## config.mk

```make
export PLATFORM = sky130hd
export DESIGN_NAME = bus_rr_bridge
export DESIGN_NICKNAME = d
export VERILOG_FILES = /design/src/rtl/bus_rr_bridge_pkg.sv /design/src/rtl/bus_rr_bridge_arbiter.sv /design/src/rtl/bus_rr_bridge.sv
export SDC_FILE = /design/constraint.sdc
export NUM_CORES = 1
export LEC_CHECK = 0
export BUFFER_PORTS_ARGS = -buffer_cell sky130_fd_sc_hd__buf_2
export CORE_MARGIN = 8
export CORE_UTILIZATION = 30
export CTS_BUF_LIST = sky130_fd_sc_hd__clkbuf_2
export DETAILED_ROUTE_END_ITERATION = 10
export GPL_ROUTABILITY_DRIVEN = 1
export RECOVER_POWER = 25
export SETUP_SLACK_MARGIN = 0.02
export SLEW_MARGIN = 20
export SYNTH_ARGS = -nofsm -noshare
export SYNTH_HDL_FRONTEND = slang
export SYNTH_SLANG_ARGS = --single-unit
```

## constraint.sdc

```tcl
create_clock -name i_clk -period 1.95 [get_ports i_clk]
set_input_delay 0.39 -clock i_clk [delete_from_list [all_inputs] [get_ports i_clk]]
set_output_delay 0.39 -clock i_clk [all_outputs]
set_load 0.01 [all_outputs]
```

## src/rtl/bus_rr_bridge_pkg.sv

```systemverilog
// Shared definitions for the round-robin bus bridge: funct3 codes, size field, FSM states.
package bus_rr_bridge_pkg;

    localparam logic [2:0] F3_LB  = 3'b000;
    localparam logic [2:0] F3_LH  = 3'b001;
    localparam logic [2:0] F3_LW  = 3'b010;
    localparam logic [2:0] F3_LBU = 3'b100;
    localparam logic [2:0] F3_LHU = 3'b101;
    localparam logic [2:0] F3_SB  = 3'b000;
    localparam logic [2:0] F3_SH  = 3'b001;
    localparam logic [2:0] F3_SW  = 3'b010;

    localparam logic [1:0] SZ_BYTE = 2'b00;
    localparam logic [1:0] SZ_HALF = 2'b01;
    localparam logic [1:0] SZ_WORD = 2'b10;

    typedef enum logic [1:0] {
        ST_IDLE = 2'd0,
        ST_BUS  = 2'd1,
        ST_DONE = 2'd2
    } bus_state_e;

endpackage

```

## src/rtl/bus_rr_bridge_arbiter.sv

```systemverilog
// Round-robin arbiter: search starts one past the last granted channel.
module bus_rr_arbiter #(
    parameter int unsigned N_CH  = 2,
    parameter int unsigned IDX_W = (N_CH > 1) ? $clog2(N_CH) : 1
) (
    input  logic [N_CH-1:0]  i_req,
    input  logic [IDX_W-1:0] i_ptr,
    output logic [N_CH-1:0]  o_gnt,
    output logic [IDX_W-1:0] o_idx,
    output logic             o_valid
);

    logic [IDX_W-1:0] cand;

    always_comb begin
        o_gnt   = '0;
        o_idx   = '0;
        o_valid = 1'b0;
        cand    = '0;
        for (int unsigned i = 1; i <= N_CH; i++) begin
            cand = IDX_W'((32'(i_ptr) + i) % N_CH);
            if (!o_valid && i_req[cand]) begin
                o_valid     = 1'b1;
                o_gnt[cand] = 1'b1;
                o_idx       = cand;
            end
        end
    end

endmodule

```

## src/rtl/bus_rr_bridge.sv

```systemverilog
// N-channel requester-to-bus bridge with round-robin grant and lane handling.
// Optional bus timeout enabled by defining ARVI_BUS_TIMEOUT_EN.
module bus_rr_bridge
    import bus_rr_bridge_pkg::*;
#(
    parameter int unsigned N_CH           = 2,
    parameter int unsigned ADDR_W         = 32,
    parameter int unsigned TIMEOUT_CYCLES = 255
) (
    input  logic                 i_clk,
    input  logic                 i_rst,
    input  logic [N_CH-1:0]      i_req,
    input  logic [N_CH-1:0]      i_wen,
    input  logic [N_CH*ADDR_W-1:0] i_addr,
    input  logic [N_CH*32-1:0]   i_wdata,
    input  logic [N_CH*3-1:0]    i_f3,
    output logic [N_CH-1:0]      o_ready,
    output logic [31:0]          o_rdata,
    output logic [N_CH-1:0]      o_err,
    input  logic                 i_ack,
    input  logic [31:0]          i_rd_data,
    output logic                 o_bus_en,
    output logic                 o_wr_en,
    output logic [31:0]          o_wr_data,
    output logic [ADDR_W-1:0]    o_addr,
    output logic [3:0]           o_byte_en
);

    localparam int unsigned IDX_W = (N_CH > 1) ? $clog2(N_CH) : 1;

    function automatic logic [3:0] lane_mask(input logic [1:0] a, input logic [2:0] f3);
        case (f3[1:0])
            SZ_BYTE: lane_mask = 4'b0001 << a;
            SZ_HALF: lane_mask = 4'b0011 << {a[1], 1'b0};
            default: lane_mask = 4'hF;
        endcase
    endfunction

    function automatic logic [31:0] lane_wdata(input logic [31:0] wd, input logic [2:0] f3);
        case (f3[1:0])
            SZ_BYTE: lane_wdata = {4{wd[7:0]}};
            SZ_HALF: lane_wdata = {2{wd[15:0]}};
            default: lane_wdata = wd;
        endcase
    endfunction

    function automatic logic [31:0] lane_extend(input logic [31:0] rd, input logic [1:0] a,
                                                input logic [2:0] f3);
        logic [31:0] sh;
        logic [15:0] h;
        sh = rd >> {a, 3'b000};
        h  = a[1] ? rd[31:16] : rd[15:0];
        case (f3[1:0])
            SZ_BYTE: lane_extend = {{24{sh[7] & ~f3[2]}}, sh[7:0]};
            SZ_HALF: lane_extend = {{16{h[15] & ~f3[2]}}, h};
            default: lane_extend = rd;
        endcase
    endfunction

    bus_state_e          state_q, state_d;
    logic [IDX_W-1:0]    last_gnt_q, last_gnt_d;
    logic [N_CH-1:0]     gnt_q, gnt_d;
    logic [ADDR_W-1:0]   addr_q, addr_d;
    logic                wr_en_q, wr_en_d;
    logic [2:0]          f3_q, f3_d;
    logic [31:0]         wdata_q, wdata_d;
    logic [3:0]          be_q, be_d;
    logic                bus_en_q, bus_en_d;
    logic [N_CH-1:0]     ready_q, ready_d;
    logic [N_CH-1:0]     err_q, err_d;
    logic [31:0]         rdata_q, rdata_d;

    logic [N_CH-1:0]     arb_gnt;
    logic [IDX_W-1:0]    arb_idx;
    logic                arb_valid;
    logic                tmo_hit;

    logic [ADDR_W-1:0]   sel_addr;
    logic                sel_wen;
    logic [31:0]         sel_wdata;
    logic [2:0]          sel_f3;

    bus_rr_arbiter #(
        .N_CH  (N_CH),
        .IDX_W (IDX_W)
    ) u_arb (
        .i_req   (i_req),
        .i_ptr   (last_gnt_q),
        .o_gnt   (arb_gnt),
        .o_idx   (arb_idx),
        .o_valid (arb_valid)
    );

    always_comb begin
        sel_addr  = '0;
        sel_wen   = 1'b0;
        sel_wdata = '0;
        sel_f3    = '0;
        for (int unsigned k = 0; k < N_CH; k++) begin
            if (arb_gnt[k]) begin
                sel_addr  = i_addr[k*ADDR_W +: ADDR_W];
                sel_wen   = i_wen[k];
                sel_wdata = i_wdata[k*32 +: 32];
                sel_f3    = i_f3[k*3 +: 3];
            end
        end
    end

`ifdef ARVI_BUS_TIMEOUT_EN
    localparam int unsigned TMO_W = $clog2(TIMEOUT_CYCLES + 1);
    logic [TMO_W-1:0] tmo_q, tmo_d;

    always_comb begin
        tmo_d   = (state_q == ST_BUS) ? tmo_q + 1'b1 : '0;
        tmo_hit = (state_q == ST_BUS) && !i_ack && (tmo_q == TMO_W'(TIMEOUT_CYCLES - 1));
    end

    always_ff @(posedge i_clk or negedge i_rst) begin
        if (!i_rst) tmo_q <= '0;
        else        tmo_q <= tmo_d;
    end
`else
    always_comb tmo_hit = 1'b0;
`endif

    always_ff @(posedge i_clk or negedge i_rst) begin
        if (!i_rst) state_q <= ST_IDLE;
        else        state_q <= state_d;
    end

    always_comb begin
        state_d = state_q;
        case (state_q)
            ST_IDLE: if (arb_valid) state_d = ST_BUS;
            ST_BUS:  if (i_ack || tmo_hit) state_d = ST_DONE;
            ST_DONE: state_d = ST_IDLE;
            default: state_d = ST_IDLE;
        endcase
    end

    // Bus outputs are computed one cycle ahead so every pin comes straight from a flop.
    always_comb begin
        last_gnt_d = last_gnt_q;
        gnt_d      = gnt_q;
        addr_d     = addr_q;
        wr_en_d    = wr_en_q;
        f3_d       = f3_q;
        wdata_d    = wdata_q;
        be_d       = be_q;
        bus_en_d   = bus_en_q;
        ready_d    = '0;
        err_d      = '0;
        rdata_d    = '0;
        case (state_q)
            ST_IDLE: begin
                if (arb_valid) begin
                    gnt_d      = arb_gnt;
                    last_gnt_d = arb_idx;
                    addr_d     = sel_addr;
                    wr_en_d    = sel_wen;
                    f3_d       = sel_f3;
                    wdata_d    = lane_wdata(sel_wdata, sel_f3);
                    be_d       = lane_mask(sel_addr[1:0], sel_f3);
                    bus_en_d   = 1'b1;
                end
            end
            ST_BUS: begin
                if (i_ack) begin
                    bus_en_d = 1'b0;
                    wr_en_d  = 1'b0;
                    ready_d  = gnt_q;
                    rdata_d  = wr_en_q ? '0 : lane_extend(i_rd_data, addr_q[1:0], f3_q);
                end else if (tmo_hit) begin
                    bus_en_d = 1'b0;
                    wr_en_d  = 1'b0;
                    ready_d  = gnt_q;
                    err_d    = gnt_q;
                end
            end
            default: ;
        endcase
    end

    always_ff @(posedge i_clk or negedge i_rst) begin
        if (!i_rst) begin
            last_gnt_q <= IDX_W'(N_CH - 1);
            gnt_q      <= '0;
            addr_q     <= '0;
            wr_en_q    <= 1'b0;
            f3_q       <= '0;
            wdata_q    <= '0;
            be_q       <= '0;
            bus_en_q   <= 1'b0;
            ready_q    <= '0;
            err_q      <= '0;
            rdata_q    <= '0;
        end else begin
            last_gnt_q <= last_gnt_d;
            gnt_q      <= gnt_d;
            addr_q     <= addr_d;
            wr_en_q    <= wr_en_d;
            f3_q       <= f3_d;
            wdata_q    <= wdata_d;
            be_q       <= be_d;
            bus_en_q   <= bus_en_d;
            ready_q    <= ready_d;
            err_q      <= err_d;
            rdata_q    <= rdata_d;
        end
    end

    assign o_ready   = ready_q;
    assign o_rdata   = rdata_q;
    assign o_err     = err_q;
    assign o_bus_en  = bus_en_q;
    assign o_wr_en   = wr_en_q;
    assign o_wr_data = wdata_q;
    assign o_addr    = addr_q;
    assign o_byte_en = be_q;

endmodule

```

After elaboration in Yosys (flattened, before gate mapping)
Index checks and enable logic that the tools add are counted.

Flip-flop bits (word level): 112. Input port bits: 173. Output and inout bits: 106. Logic and storage cells: 79.

Add/sub/neg operators: 2. Order comparisons: 4. Eq/ne operators: 5. Shift-type cells: 3. Multiplexer cells: 39. Bitwise operators: 4. Reductions and logical operators: 11.

Operator list (number): 32-bit two-way mux (7); 32-bit one-hot mux with 2 select lines (2); 32-bit by 5-bit >> shifter with 8-bit output (1); 16-bit two-way mux (1); 1-bit two-way mux (15); 2-bit two-way mux (6); 4-bit one-hot mux with 2 select lines (1); 2-bit by 1-bit equality test with 1-bit output, second input constant (3); 2-bit zero test (3); 3-bit two-way mux (2); 1-bit by 2-bit less-than comparator with 1-bit output, second input constant (2); 2-bit != test, second input constant (2); 1-bit one-hot mux with 2 select lines (2); 2-bit one-hot mux with 2 select lines (1); 2-bit AND reduction (2); 1-bit by 2-bit << shifter with 4-bit output, first input constant (1); 2-bit by 2-bit << shifter with 4-bit output, first input constant (1); 1-bit logical AND (3); 3-bit AND reduction (1); 1-bit adder, second input constant (2); 1-bit AND (2); 1-bit demux with 1-bit select (2); 1-bit >= comparator, second input constant (2); 2-bit bitwise OR (1); 3 further kinds (3).

Logic depth before layout (Yosys ltp)
Gate-level depths: netlist of the first run.

Depth in word-level cells: 12. Mapped depth: 7. Depth with buffers taken out: 4.

Modules after synthesis
From an unflattened synthesis of the first run, not the netlist that was laid out.

Cells, all modules: 563. Area, all modules: 5450.2 µm².

Modules (own cells, without submodules): bus_rr_bridge (instances 1, cells an instance 558, area an instance 5417.7 µm², sequential area each 2803.9 µm²); bus_rr_arbiter (instances 1, cells an instance 5, area an instance 32.5 µm², sequential area each 0.0 µm²).

Least setup slack after synthesis of the first run
OpenSTA, ideal clock, no wires.

Kind: flip-flop to flip-flop. From: register addr_q[1], in the netlist o_addr[1]. To: register rdata_q[10], in the netlist o_rdata[10]. Library setup time: 0.126 ns. Data arrival time: 1.757 ns. Data required time: 1.824 ns. Slack: 0.067 ns. Cell stages (with the launch flop): 7. Path buffers: 2. Clock period less this slack: 1.883 ns. Cells stage by stage: dfrtp_1 > buf_6 > mux4_2 > and2_4 > nor2b_4 > buf_6 > o311a_1.

Longest elaborated chain between the ends: 6. Elaborated cells between the ends (all ways): 7. Those cells by class: shift: 1; mux: 5; bitwise: 1.

Ends and longest elaborated chain: start, declared (line bus_rr_bridge.sv:63) `logic [ADDR_W-1:0] addr_q, addr_d;`; start signal, assigned (line bus_rr_bridge.sv:200) `addr_q <= addr_d;`; 32-bit by 5-bit >> shifter with 8-bit output (line bus_rr_bridge.sv:51) `sh = rd >> {a, 3'b000};`; 1-bit AND (line bus_rr_bridge.sv:54) `SZ_BYTE: lane_extend = {{24{sh[7] & ~f3[2]}}, sh[7:0]};`; 32-bit one-hot mux with 2 select lines * (line bus_rr_bridge.sv:53) `case (f3[1:0])`; 32-bit two-way mux * (line bus_rr_bridge.sv:172) `rdata_d = wr_en_q ? '0 : lane_extend(i_rd_data, addr_q[1:0], f3_q);`; 32-bit two-way mux * (line bus_rr_bridge.sv:168) `if (i_ack) begin`; 32-bit two-way mux * (line bus_rr_bridge.sv:154) `case (state_q)`; named net rdata_d[10] (line bus_rr_bridge.sv:71) `logic [31:0] rdata_q, rdata_d;`; end signal, assigned (line bus_rr_bridge.sv:208) `rdata_q <= rdata_d;`; end, declared (line bus_rr_bridge.sv:71).

Mark *: on every way through the listed nets, which the timed path passes. The rest lies on a longest branch. A chain may end at the register's enable or synchronous reset.

Final worst setup path of the first run
From: register addr_q[1], in the netlist o_addr[1]. To: register rdata_q[13], in the netlist o_rdata[13].

Same word-level chain as after synthesis.

==> impl.org, run 1 <==
** Yosys
- Post-synth top flop :: dfrtp_1
- The average instance in the mapped netlist occupies between 9 and 10 um^2.
- Number of synthesized register bits :: 112
- The Yosys step of the flow raised 0 warnings.
- Biggest area consumer among synthesized cells :: dfrtp_1
- Leading post-synthesis cells by cell area :: dfrtp_1 (51%), a221oi_1 (7.1%), nor2_1 (6.5%)
- The cell area that synthesis handed to floorplanning was between 5000 and 6000 um^2.
- Synth Instances :: 561
- In this run, distinct cell masters in the synthesized netlist total 44.
- After synthesis, the share of flip-flops with an asynchronous set or reset is 100%.
- Post-synthesis sequential area ratio :: 51.5%
- After synthesis, the largest area contributor takes up approximately 51% of total cell area.
- In this run, synthesis inferred 0 flip-flops with an integrated enable.

** Worst setup path
- Element type at the critical path start :: flop
- Kind of end point of the critical path :: flop
- At the worst endpoint, the required time is approximately 2.5 ns.
- The worst setup path is of the flop to flop kind.
- In this run the worst path has a maximum fanout of 8.
- Worst Path Arrival :: ~2.4 ns

** Placed design
- Buffers placed on the I/O ports in this run total roughly 280.
- DP HPWL :: 16,500 um
- Including well taps, the total number of placed cells is 1,046.
- The congestion estimate from routability-driven global placement came to slightly below 0.9.

** Floorplan
- Full die area :: 22,700 um^2
- Core footprint :: 17,900 um^2
- Rows :: 49
- Once the floorplan was initialized, standard cells occupied 30.4% of the core.
- Number of placed I/O pins :: 279
- The die is ~150 um wide.
- Measured along the y axis, the die boundary spans 151 um.

** Timing
- Hold is met by 0.0640 ns.
- Setup violations remaining at the end of the flow were counted as 0.
- Max_slew headroom :: -2.03%
- Part of the cycle the worst path needs :: 94.8%
- Final clock skew :: 0.0418 ns
- At the pin with the least slew margin, the transition time is ~1.5 ns.
- Final number of hold-violating endpoints :: 0
- Tmin final :: 1.85 ns
- In the final timing run, aggregate negative setup slack is 0 ns.
- Setup repair after global routing missed its margin :: true
- The number of slew-limit violations in the final report came to 25.
- Highest clock rate :: 0.541 GHz

** Layout
- Registers take 2800 um^2.
- In the final design database the tool counted 1,105 nets.
- Cells fill roughly 47% of the core in the end.
- Once layout is complete, the cells apart from fillers number 1,170.
- Area of combinational cells with multiple inputs :: 2440 um^2
- Share of final-layout standard cells stronger than drive strength 1 :: 37.5%
- Compared with the post-synthesis result, the final layout area differs by 55.1%.
- The filler cells instantiated in the layout total 1,688.

** Run status
- Outcome :: finished with violations
- Violations in the final reports :: max-capacitance violations, max-slew violations

** CTS
- After clock tree synthesis, the clock-pin slew on the worst setup and hold paths is 0.30 ns.
- In this run the deepest clock path goes through 2 buffers.
- Buffer cell driving the clock tree root :: clkbuf_2
- In this run, CTS created clock tree buffers numbering 9.
- For this design, the sink count on the clock tree is 112.
- TritonCTS built the clock tree.
- H-tree levels :: 3
- Worst skew pair latency :: 0.66 ns

** GRT
- Vias in the first global route :: around 6.3k
- Global-route layer with the greatest usage :: met2
- GR Util met3 :: 5.32%
- Number of antenna violations at the first check in global routing :: 1
- Global routing used 22.2% of the available met1 tracks.
- Entering global routing, the biggest net connects 46 pins.
- The first global-routing pass estimated around 34,000 um of wire.
- After global routing the overflow that remains totals 0.
- Across every metal layer, demand over resource in global routing totals 19.1%.
- In the global route stage, met2 resource usage came out at between 30% and 40%.

** Route
- The first TritonRoute pass finished after 5 iterations.
- Once detail routing completed, the nets flagged for antenna violations numbered 0.
- After detailed routing, the average wire length per cell comes to 19.1 um.
- # DRC :: 0
- The final layout contains routed wiring with a total length of 22,300 um.
- Summing over every cut layer, the via total after detailed routing is 5,896.
- After detailed routing, the number of vias per cell comes to 5.04.
- Initial DRC count :: around 270

** Power
- Summing internal, switching and leakage power gives 10,000 uW.
- Peak ir drop on the vdd network :: roughly 0.66 mV
- For this design the ratio of total power to cell area is 1190 nW/um^2.
- Leak :: roughly 0.0042 uW

** Run
- Maximum Capacitance Violations :: 1

** Min path
- In this run the worst hold path is classified as input pin to flop.
[worst max-delay path: stages, from the launching register on]
cell,delay [ns]
dfrtp_1,0.47
buf_4,0.13
mux4_2,0.51
and2_4,0.18
nor2b_4,0.15
o311a_1,0.34
[registers in the layout, summed over array words and instances, names as in the netlist]
register / count
gnt_q: 2
o_addr: 32
o_wr_en: 1
o_ready: 2
o_byte_en: 4
f3_q: 3
o_wr_data: 32
o_bus_en: 1
last_gnt_q: 1
state_q: 2
o_rdata: 32
[power by group]
part	internal (uW)	total [uW]	leakage, uW	switching (uW)
clock	214	1080	0.0000714	870
combinational	2200	5180	0.00272	2990
sequential	3250	3770	0.00139	525
total	5650	10000	0.00419	4380
[cell families (layout without fill, tap and decap cells)]
group / count (synthesis) / count (layout) / share of synthesized area (%)
simple gates: 220 / 220 / 17.1
compound gates: 145 / 145 / 21.6
flops: 112 / 112 / 51.5
buf+inv: 59 / 434 / 4.91
mux: 24 / 24 / 4.80
other cells: 1 / 6 / 0.0688
[final timing paths]
check                                  start           end  slack [ns]  depth (start not counted)
worst min-delay path            i_rd_data[2]    o_rdata[2]        0.06                          3
worst max register to register     o_addr[1]   o_rdata[13]        0.10                          5
max in group asynchronous              i_rst    last_gnt_q        0.27                          3
worst max-delay path               o_addr[1]   o_rdata[13]        0.10                          5
min in group asynchronous              i_rst  o_byte_en[2]        0.61                          2
worst min register to register      gnt_q[1]      gnt_q[1]        0.51                          2
[stage by stage]
step	instance area [um^2]	worst slack, ns
after floorplan	5450	0.0669
after global placement	7250	-0.133
after detailed placement	7250	-0.174
after CTS	8400	0.00378
after global routing	8440	0.00264
final	8450	0.101
[Yosys cell counts (all sizes together), types with 2 or more instances]
cell,count
nand2b,10
nand2,84
o311a,8
a32oi,4
inv,3
a2111oi,8
mux2,7
buf,27
and2,5
nor2,95
nand3,10
clkbuf,29
a211oi,8
mux2i,16
nor3,3
a21oi,6
o22a,2
dfrtp,111
o311ai,8
o211ai,8
a32o,20
a221oi,44
nor2b,2
and3,7
o21ai,25
[final cells by class]
type                       count  area share, %
clock inverter                 6          0.681
antenna                        4          0.118
clock buffer                  10          0.592
inverter                       3          0.133
tap                          229           3.39
sequential                   112           33.2
multi-input combinational    391           28.9
timing repair buffer         415           33.0
[cell usage in the layout, fill, tap and decap left out, types with 3 or more instances in the layout]
| cell | count |
|---|---|
| buf_2 | 275 |
| dfrtp_1 | 111 |
| dlygate4sd3_1 | 102 |
| nor2_1 | 95 |
| nand2_1 | 84 |
| a221oi_1 | 44 |
| buf_4 | 27 |
| o21ai_0 | 22 |
| a32o_1 | 19 |
| mux2i_1 | 16 |
| clkbuf_2 | 11 |
| nand3_1 | 10 |
| nand2b_1 | 9 |
| buf_12 | 9 |
| o311a_1 | 8 |
| a211oi_1 | 8 |
| o211ai_1 | 8 |
| mux2_2 | 7 |
| and3_1 | 7 |
| o311ai_0 | 7 |
| a21oi_1 | 6 |
| diode_2 | 4 |
| and2_1 | 4 |
| a2111oi_1 | 4 |
| inv_1 | 3 |
| nor3_1 | 3 |
| inv_6 | 3 |
[what timing repair did]
item | in CTS | in global routing
endpoints found under the hold margin | 175 | 0
setup endpoints to repair | 5 | 23
pin swaps | 0 | 1
setup buffers | 1 | 1
resized for setup | 7 | 9
hold buffers | 102 | 0
[metal layers]
layer | part of all wire [%] | vias to the layer above
li1 | - | 2795
met1 | 39 | 2742
met2 | 48 | 312
met3 | 9.3 | 47
met4 | 3.9 | 0
met5 | 0 | -
Power figures use the tool's default switching activity.
==> run 2, diff against run 1 <==
==> constraint.sdc (replaced) <==
create_clock -name i_clk -period 1.95 [get_ports i_clk]
set_input_delay 0.39 -clock i_clk [delete_from_list [all_inputs] [get_ports i_clk]]
set_output_delay 0.39 -clock i_clk [all_outputs]
set_load 0.02 [all_outputs]
==> impl.org, run 2 (same netlist as run 1, synthesis figures left out) <==
** Route
- The mean number of vias per cell came to 5.07 (+0.55%).
- The total via count after detailed routing is 5,964 (+1.2%).
- The final routed DRC violation total was 0 (unchanged).
- DRT antenna net count :: 0 (unchanged)
- Initial DRC count :: 331 (+24%)
- Pre-Repair DR Iteration Count :: 5 (unchanged)
- Total wirelength of the detailed-routed design :: 23,100 um (+3.2%)
- The routed length per instance came to 19.6 um (+2.6%).

** Run status
- The run finished with clean final reports.

** Worst setup path
- Worst Path Max Fanout :: 12 (+4)
- Worst Path Arrival :: 2.42 ns (+0.02 ns)
- The data required time at the worst endpoint was 2.51 ns (about the same).
- Element type at the critical path start :: flop
- By startpoint and endpoint, the worst setup path is classified as flop to flop.
- Worst setup startpoint :: last_gnt_q
- In this run the critical register-to-register path is launched from last_gnt_q.
- STA classifies the critical path endpoint as a flop.

** Min path
- Hold/Removal Path Class :: input pin to flop
- Critical hold path startpoint :: i_wdata[49]

** CTS
- The deepest level of the CTS H-tree was 3 (unchanged).
- The root buffer cell chosen for the clock tree is clkbuf_2.
- Worst skew pair latency :: 0.66 ns (about the same)
- The clock edge transition at the registers on the reported setup and hold paths came to 0.33 ns (+0.03 ns).
- CTS tree :: done
- Max Root-Sink Buffers :: 2 (unchanged)
- Num CTS Buffers :: 9 (unchanged)
- CTS sink cnt :: 112 (unchanged)

** GRT
- Pin count of the biggest net entering global routing :: 50 (+8.7%)
- Number of antenna violations at the first check in global routing :: 1 (unchanged)
- The first-pass GRT wire length is 34,900 um (+3.6%).
- Vias in the first global route :: 6,244 (-0.60%)
- Overall global routing resource usage :: 19.8% (+0.69 points)
- Remaining Overflow, GRT :: 0 (unchanged)

** Timing
- Setup slack of the critical path after layout :: 0.0842 ns (-0.0170 ns)
- Max_slew headroom :: 36.3% (+38 points)
- The final setup violation count was 0 (unchanged).
- Final number of hold-violating endpoints :: 0 (unchanged)
- The maximum clock frequency came to 0.536 GHz (-0.91%).
- The post-route worst hold slack is 0.0602 ns (-0.00385 ns).
- Max-slew violation count :: 0 (-100%)
- The transition at the pin with the smallest max-transition slack came to 0.955 ns (-0.575 ns).
- The minimum clock period after layout came to 1.87 ns (+0.0170 ns).
- The maximum clock skew at final layout came to 0.0463 ns (+0.00454 ns).
- The part of the cycle the worst path needs is 95.7% (+0.87 points).
- Setup repair after global routing could not meet its margin everywhere.

** Layout
- Leaving out fill and tap cells, the most frequent cell in the layout is buf_2.
- Relative to the synthesized area, the layout overhead comes to 55.8%.
- Share of final-layout standard cells stronger than drive strength 1 :: 38.0% (+0.55 points)
- # fillers :: 1,685 (-0.18%)
- The post-route non-filler standard cell count came to 1,177 (+0.60%).
- Net total in the final layout :: 1,115 (+0.90%)
- Highest-count cells in the layout ignoring fill and taps :: buf_2 (274), dfrtp_1 (110), dlygate4sd3_1 (102), nor2_1 (95), nand2_1 (84)

** Placed design
- Worst slack, placed :: -0.131 ns (+0.0435 ns)
- The count of buffers inserted at the top-level ports was 276 (unchanged).
- Placed cells :: 1,051 (+0.48%)
- The HPWL reported at the end of detailed placement is 16,600 um (+0.34%).
- The final weighted congestion in routability-driven placement was 0.869 (about the same).

** Floorplan
- The area of the core region was 17,900 um^2 (unchanged).
- Number of placed I/O pins :: 279 (unchanged)
- Vertical die dimension :: 151 um (unchanged)
- The area of the die is 22,700 um^2 (unchanged).
- The effective utilization at floorplan came to 30.4% (unchanged).
- The number of cell rows came to 49 (unchanged).
- Chip Width :: 151 um (unchanged)

** Run
- Maximum Capacitance Violations :: 0 (-1)

** Power
- PwrDens :: 1290 nW/um^2 (+8.4%)
- Leak :: 0.00424 uW (+1.2%)
- The peak supply drop is 0.576 mV (-13%).
==> run 2: cell count changes in the layout (fill, tap and decap cells not counted), moves of 2 or more <==
cell / change
a2111oi_0: +4
a2111oi_1: -2
a2111oi_2: -2
buf_12: -3
buf_4: +14
diode_2: -3
o311ai_0: -4
o311ai_1: +4
==> run 2: area by class of cell <==
class | instances | area [um^2] | area share (%)
Clock buffer | 9 | 45.0 | 0.531
Multi-Input combinational cell | 391 | 2420 | 28.5
Antenna cell | 1 | 2.50 | 0.0295
Clock inverter | 7 | 85.1 | 1.00
Timing Repair Buffer | 425 | 2830 | 33.3
Tap cell | 229 | 287 | 3.38
Sequential cell | 112 | 2810 | 33.0
Inverter | 3 | 11.3 | 0.133
==> run 2: path summary, 6_finish.rpt <==
path | endpoint | cells past startpoint | slack [ns]
setup / recovery | o_wr_data[10] | 6 | 0.08
hold / removal | o_wr_data[17] | 3 | 0.06
setup reg to reg | o_wr_data[10] | 6 | 0.08
hold reg to reg | gnt_q[1] | 2 | 0.51
max in group asynchronous | f3_q[2] | 3 | 0.58
min in group asynchronous | o_byte_en[3] | 2 | 0.13
==> run 2: timing repair <==
action | 4_1_cts | 5_1_grt
hold buffers | 102 | 0
cloned | 0 | 0
setup endpoints to repair | 2 | 18
hold endpoints to repair | 176 | 0
gates resized for setup | 3 | 12
setup buffers | 1 | 6
==> run 2: layer usage <==
layer	GRT usage (%)	share of wire [%]
met1	23.2	39
met5	0	0
met2	33.3	49
met3	6.10	9.4
met4	7.67	2.7
==> run 2: through the flow <==
stage                     power [uW]  setup TNS, ns  utilization (%)  cell area (um^2)
final                          10900              0             47.4              8490
after global routing           11700        -0.0594             47.4              8490
after CTS                      10900              0             47.2              8440
after detailed placement        9470         -0.169             40.6              7280
after global placement          9410         -0.106             40.6              7280
after floorplan                 7240              0                -              5450
==> run 2: power by group <==
group / internal, uW / switching (uW)
Sequential: 3250 / 516
Clock: 333 / 903
Combinational: 2260 / 3670
Total: 5840 / 5090
==> run 2: worst max-delay path: stages (launching register included) <==
cell	delay, ns
dfstp_2	0.61
nand2b_1	0.19
buf_4	0.18
buf_4	0.19
a32o_2	0.25
nand2_1	0.10
o311ai_0	0.27
